==> src/rtl/fetch_unit.sv <==
// Instruction fetch stage: owns the fetch PC, keeps one imem request in flight, buffers one instruction for IF/ID.
// Optional FETCH_PERF_CNT_EN adds buffer-load and bubble-cycle counters.
module fetch_unit #(
  parameter logic [31:0] RESET_PC  = 32'h0000_0000,
  parameter logic [31:0] NOP_INSTR = 32'h0000_0013
) (
  input  logic        clk,
  input  logic        rst,
  input  logic        stall,
  input  logic        redirect,
  input  logic [31:0] redirect_pc,
  output logic        imem_req,
  output logic [31:0] imem_addr,
  input  logic        imem_ready,
  input  logic        imem_rvalid,
  input  logic [31:0] imem_rdata,
  output logic [31:0] ir,
  output logic [31:0] pc_IF,
  output logic        if_valid
`ifdef FETCH_PERF_CNT_EN
  ,
  output logic [31:0] perf_fetch_cnt,
  output logic [31:0] perf_bubble_cnt
`endif
);

  localparam logic [1:0] FETCH = 2'd0;
  localparam logic [1:0] WAIT  = 2'd1;
  localparam logic [1:0] DROP  = 2'd2;

  logic [1:0]  state;
  logic [31:0] fetch_pc;
  logic [31:0] pend_pc;
  logic        consume;
  logic        buf_load;

  // if_valid is the buffer-valid flag itself
  assign consume   = if_valid & ~stall;
  assign imem_addr = fetch_pc;
  assign imem_req  = (state == FETCH) & ~redirect & (~if_valid | consume);
  assign buf_load  = (state == WAIT) & imem_rvalid & ~redirect;

  always_ff @(posedge clk) begin
    if (rst) begin
      state    <= FETCH;
      fetch_pc <= RESET_PC;
      pend_pc  <= RESET_PC;
      if_valid <= 1'b0;
      ir       <= NOP_INSTR;
      pc_IF    <= 32'h0;
    end else if (redirect) begin
      fetch_pc <= redirect_pc & ~32'h3;
      if_valid <= 1'b0;
      ir       <= NOP_INSTR;
      // An in-flight response must still be absorbed before a new request.
      case (state)
        WAIT:    state <= imem_rvalid ? FETCH : DROP;
        DROP:    state <= imem_rvalid ? FETCH : DROP;
        default: state <= FETCH;
      endcase
    end else begin
      if (consume) begin
        if_valid <= 1'b0;
        ir       <= NOP_INSTR;
      end
      case (state)
        FETCH: begin
          if (imem_req && imem_ready) begin
            pend_pc  <= fetch_pc;
            fetch_pc <= fetch_pc + 32'd4;
            state    <= WAIT;
          end
        end
        WAIT: begin
          if (imem_rvalid) begin
            if_valid <= 1'b1;
            ir       <= imem_rdata;
            pc_IF    <= pend_pc;
            state    <= FETCH;
          end
        end
        DROP: begin
          if (imem_rvalid) state <= FETCH;
        end
        default: state <= FETCH;
      endcase
    end
  end

`ifdef FETCH_PERF_CNT_EN
  always_ff @(posedge clk) begin
    if (rst) begin
      perf_fetch_cnt  <= 32'h0;
      perf_bubble_cnt <= 32'h0;
    end else begin
      if (buf_load) perf_fetch_cnt <= perf_fetch_cnt + 32'd1;
      if (!stall && !if_valid) perf_bubble_cnt <= perf_bubble_cnt + 32'd1;
    end
  end
`endif

endmodule
==> config.mk <==
export PLATFORM = sky130hd
export DESIGN_NAME = fetch_unit
export DESIGN_NICKNAME = d
export VERILOG_FILES = /design/src/rtl/fetch_unit.sv
export SDC_FILE = /design/constraint.sdc
export NUM_CORES = 1
export LEC_CHECK = 0
export ABC_AREA = 1
export CAP_MARGIN = 20
export CORE_UTILIZATION = 36
export DETAILED_ROUTE_END_ITERATION = 16
export PLACE_DENSITY = 0.61
export SYNTH_ARGS = -nofsm -noshare
export SYNTH_HDL_FRONTEND = slang
export SYNTH_SLANG_ARGS = --single-unit
==> constraint.sdc <==
create_clock -name clk -period 2 [get_ports clk]
set_input_delay 0.3 -clock clk [delete_from_list [all_inputs] [get_ports clk]]
set_output_delay 0.3 -clock clk [all_outputs]
set_load 0.02 [all_outputs]
After elaboration in Yosys (flattened, before gate mapping). Cells that the tools add are included.

Register bits: 131. Input bits: 70. Output and inout bits: 98. Word-level logic and storage cells: 45.

Add/sub/neg operators: 1. Equal/unequal tests: 4. Mux-type cells: 15. Bitwise gates (word level): 7. Reduce and logical (&&, ||, !) cells: 11.

Operator list (count): 32-bit 2-to-1 mux (6); 32-bit by 3-bit adder with 32-bit output (second input constant) (1); 2-bit 2-to-1 mux (5); 2-bit AND reduction (3); 3-bit AND reduction (2); 2-bit case mux with 2 select lines (1); 2-bit nonzero test (2); 2-bit OR reduction (2); 1-bit bitwise AND (3); 1-bit 2-to-1 mux (3); 3-bit by 1-bit != test with 1-bit output (second input constant) (1); 3-bit by 2-bit != test with 1-bit output (second input constant) (1); 1-bit NOT (3); 2-bit by 1-bit equality test with 1-bit output (second input constant) (1); 2-bit equality test (second input constant) (1); 2-bit logical NOT (1); 1-bit logical AND (1); 1-bit bitwise OR (1).

Logic depth before layout (Yosys ltp).
Word-level depth: 8. Mapped depth: 11. Gate-level depth less buffers: 10.

Least setup slack after synthesis. OpenSTA, ideal clock, no wires.

Path type: register to register. Start: register fetch_pc[2], in the netlist imem_addr[2]. End: register fetch_pc[26], in the netlist imem_addr[26]. Setup time: 0.110 ns. Arrival: 1.495 ns. Data required time: 1.890 ns. Path slack: 0.395 ns. Stages on the path, launching flop included: 11. Clock period less this slack: 1.605 ns. Cell sequence: dfxtp_1 -> ha_1 -> nand2_1 -> nor2_2 -> nand2_1 -> nor2_2 -> nand2_1 -> nand2_1 -> nand3_1 -> nand2_1 -> inv_1.

Longest elaborated chain between the ends: 4.

RTL lines: start, declared (RTL line 32) `logic [31:0] fetch_pc;`; start signal, assigned (RTL line 52) `fetch_pc <= redirect_pc & ~32'h3;`; start signal, assigned (RTL line 70) `fetch_pc <= fetch_pc + 32'd4;`; 32-bit by 3-bit adder with 32-bit output (RTL line 70); 32-bit 2-to-1 mux (RTL line 68) `if (imem_req && imem_ready) begin`; 32-bit 2-to-1 mux (RTL line 66) `case (state)`; 32-bit 2-to-1 mux (RTL line 51) `end else if (redirect) begin`.

No other way between the ends. The select of a mux whose other input is x is not followed. A chain may end at the register's enable or synchronous reset.

Worst setup path in the final report.
Start: register fetch_pc[20], in the netlist imem_addr[20]. End: output port imem_addr[20].

RTL lines: end, declared (RTL line 13) `output logic [31:0] imem_addr,`.

No word-level cell between the ends.

==> metrics.md <==
| Metric | Value |
|---|---|
| Most common cell in the netlist | `nand2_1` |
| Root Buffer | `clkbuf_16` |
| Fin worst setup slack | `slightly above 0.1 ns` |
| Synth cell count leaders | `nand2_1 (166), dfxtp_1 (125), nor2_1 (120)` |
| RSZ-0062 raised after global routing | `false` |
| Leak | `between 0.003 and 0.004 µW` |
| Detail Route Antenna Nets | `0` |
| Peak Freq | `between 500 and 600 MHz` |
| Power per cell area | `roughly 860 mW/mm²` |
| Core area | `around 0.015 mm²` |
| Crit path largest cell delay | `about 0.7 ns` |
| Asr flop ratio synth | `0` |
| Yosys warning total | `0` |
| Number of max-cap violations | `0` |
| Core Util, Final | `0.539` |
| Total GRT Usage | `0.208` |
| Worst slack, placed | `-0.0746 ns` |
| Total Wirelength | `around 16000 µm` |
| TritonCTS clock tree | `done` |
| DR vias | `~5.7k` |
| Per-cell routed wire length | `between 10 and 15 µm` |
| Height of the die | `128 µm` |
| Most used DFF post-synth | `dfxtp_1` |
| Share of post-route cells with drive strength above 1 | `0.0820` |
| Tcrit/Tclk final | `0.950` |
| Port Buffers | `around 160` |
| Yosys top cell by area | `dfxtp_1` |
| Final min period | `around 1.9 ns` |
| Crit-path slowest cell | `clkdlybuf4s50_1` |
| # placed instances | `about 1.2k` |
| Routability cong. | `between 0.8 and 0.9` |
| DIE AREA | `around 0.016 mm²` |
| Run status | `finished clean` |
| Drt via density | `about 4.7` |
| Vias in the first global route | `roughly 5.1k` |
| # DRC | `0` |
| Die X | `about 130 µm` |
| Final hold vios | `0` |
| Setup Buffers After CTS | `0` |
| Mapped Avg Cell Area | `around 7 µm²` |
| H-tree depth | `4` |
| Clock Sinks | `125` |
| Yosys top cell area share | `0.437` |
| Kind of critical path | `flip-flop to primary output` |
| Final Setup Violations | `0` |
| Critical Path Sink Type | `primary output` |
| FF+latch count, synth | `approximately 130` |
| First-pass DRT Iterations | `4` |
| # diodes | `0` |
| Cells along the critical path | `clkdlybuf4s50_1` |
| Total power | `about 7000 µW` |
| Clock Pin Slew Worst Setup and Hold Paths | `~0.06 ns` |
| Clock Tree Buf Depth | `2` |
| Post-synthesis sequential area ratio | `0.437` |
| Clock skew after layout | `a little over 0.008 ns` |
| Antenna violations before repair | `0` |
| CP Data Arrival Time | `1.60 ns` |
| Initial Util | `0.372` |
| Mapped Cells | `slightly above 800` |
| VDD IR max | `~640 µV` |
| Number of DRC markers in iteration 0 | `around 240` |
| Gr ovfl total | `0` |
| Final net count | `1060` |
| Synth area leaders | `dfxtp_1 (44%), nand2_1 (11%), nor2_1 (7.9%), o21ai_0 (7.8%), a21oi_1 (6.7%)` |
| Rows | `45` |
| Final std cells w/o fill | `1211` |
| Setup Total Neg Slack | `0 ns` |
| WP data required | `1.70 ns` |
| Hpwl dp | `about 11000 µm` |
| Largest net degree at the start of global routing | `43` |
| Post-Syn Area | `around 0.0057 mm²` |
| Final slew viol count | `0` |
| Area Overhead vs Synth | `44.8%` |
| Worst Path Max Fanout | `7` |
| Hold_buf cts | `0` |
| Post-synthesis cell type count | `27` |
| Post-synth EDFFs | `0` |
| Crit path max-delay family | `buffers and inverters` |
| Crit path buf inv count | `1` |
| First-pass GRT wire length | `~26000 µm` |
| Clock latency on the worst-skew pair | `slightly above 0.4 ns` |
| Startpoint types | `flip-flop` |
| Min-Delay Path Class | `flip-flop to flip-flop` |
| CTS buffer count | `17` |
| # IOs | `approximately 170` |
-- state kept, by name (all words and copies together), names as in the netlist --
name       flops
pc_IF         30
pend_pc       30
imem_addr     30
state          2
ir            32
if_valid       1
-- path summary, 6_finish.rpt --
| path | to | start | slack (ns) | cells past startpoint |
|---|---|---|---|---|
| hold / removal | pc_IF[29] | pend_pc[29] | 0.45 | 2 |
| setup reg to reg | imem_addr[30] | imem_addr[2] | 0.35 | 10 |
| hold reg to reg | pc_IF[29] | pend_pc[29] | 0.45 | 2 |
| setup / recovery | imem_addr[20] | imem_addr[20] | 0.10 | 1 |
-- report_power, final --
part           leakage, µW  internal (µW)  switching [µW]
combinational      0.00198            421             482
clock             0.000327           2440            1100
sequential         0.00102           2610            95.6
total              0.00333           5470            1680
-- through the flow --
stage / hold WS, ns / area, µm²
after floorplan: 0.430 / 5740
after global placement: 0.444 / 7600
after detailed placement: 0.447 / 7600
after CTS: 0.458 / 8290
after global routing: 0.479 / 8290
final: 0.455 / 8290
-- what timing repair did --
action                                  in CTS  in global routing
pin swaps                                    0                  0
endpoints found under the setup margin       1                  1
gates resized for setup                      1                  1
-- layout make-up --
type                       instances  area [µm²]
timing repair buffer             187        1870
clock buffer                      22         474
inverter                          96         365
sequential                       125        2500
clock inverter                    10         209
multi-input combinational        560        2600
fill                            1553        7080
tap                              211         264
-- routing by layer --
layer | global-route usage | routed length, µm
met2 | 0.316 | 7130
met4 | 0.0713 | 277
met5 | 0 | 0
met1 | 0.287 | 7830
met3 | 0.0509 | 1110
-- cells in the final DEF (no fill, tap or decap) --
master / instances
nand2_1: 166
clkdlybuf4s50_1: 160
dfxtp_1: 125
nor2_1: 120
inv_1: 95
o21ai_0: 89
a21oi_1: 77
nand3_1: 53
buf_4: 21
clkbuf_16: 17
nor2_2: 16
a211oi_1: 10
bufinv_16: 6
buf_12: 5
xor2_1: 4
a211oi_2: 4
conb_1: 4
nor2_4: 3
o22ai_1: 3
ha_1: 3
clkbuf_8: 3
nand4_1: 2
a22oi_1: 2
clkbuf_1: 2
clkinvlp_4: 2
inv_6: 1
nand4_4: 1
nand2_2: 1
a21boi_0: 1
and2_1: 1
clkinv_4: 1
clkinv_2: 1
clkdlybuf4s15_1: 1
-- cells by family (layout without fill, tap and decap cells) --
group,count (synthesis),in the layout,share of synthesized area
compound gates,186,186,0.174
xor+xnor,4,4,0.00612
fa+ha+maj,3,3,0.00656
buf+inv,144,315,0.110
flops,125,125,0.437
other cells,1,4,0.000655
simple gates,363,363,0.265
(Power assumes the default switching activity.)
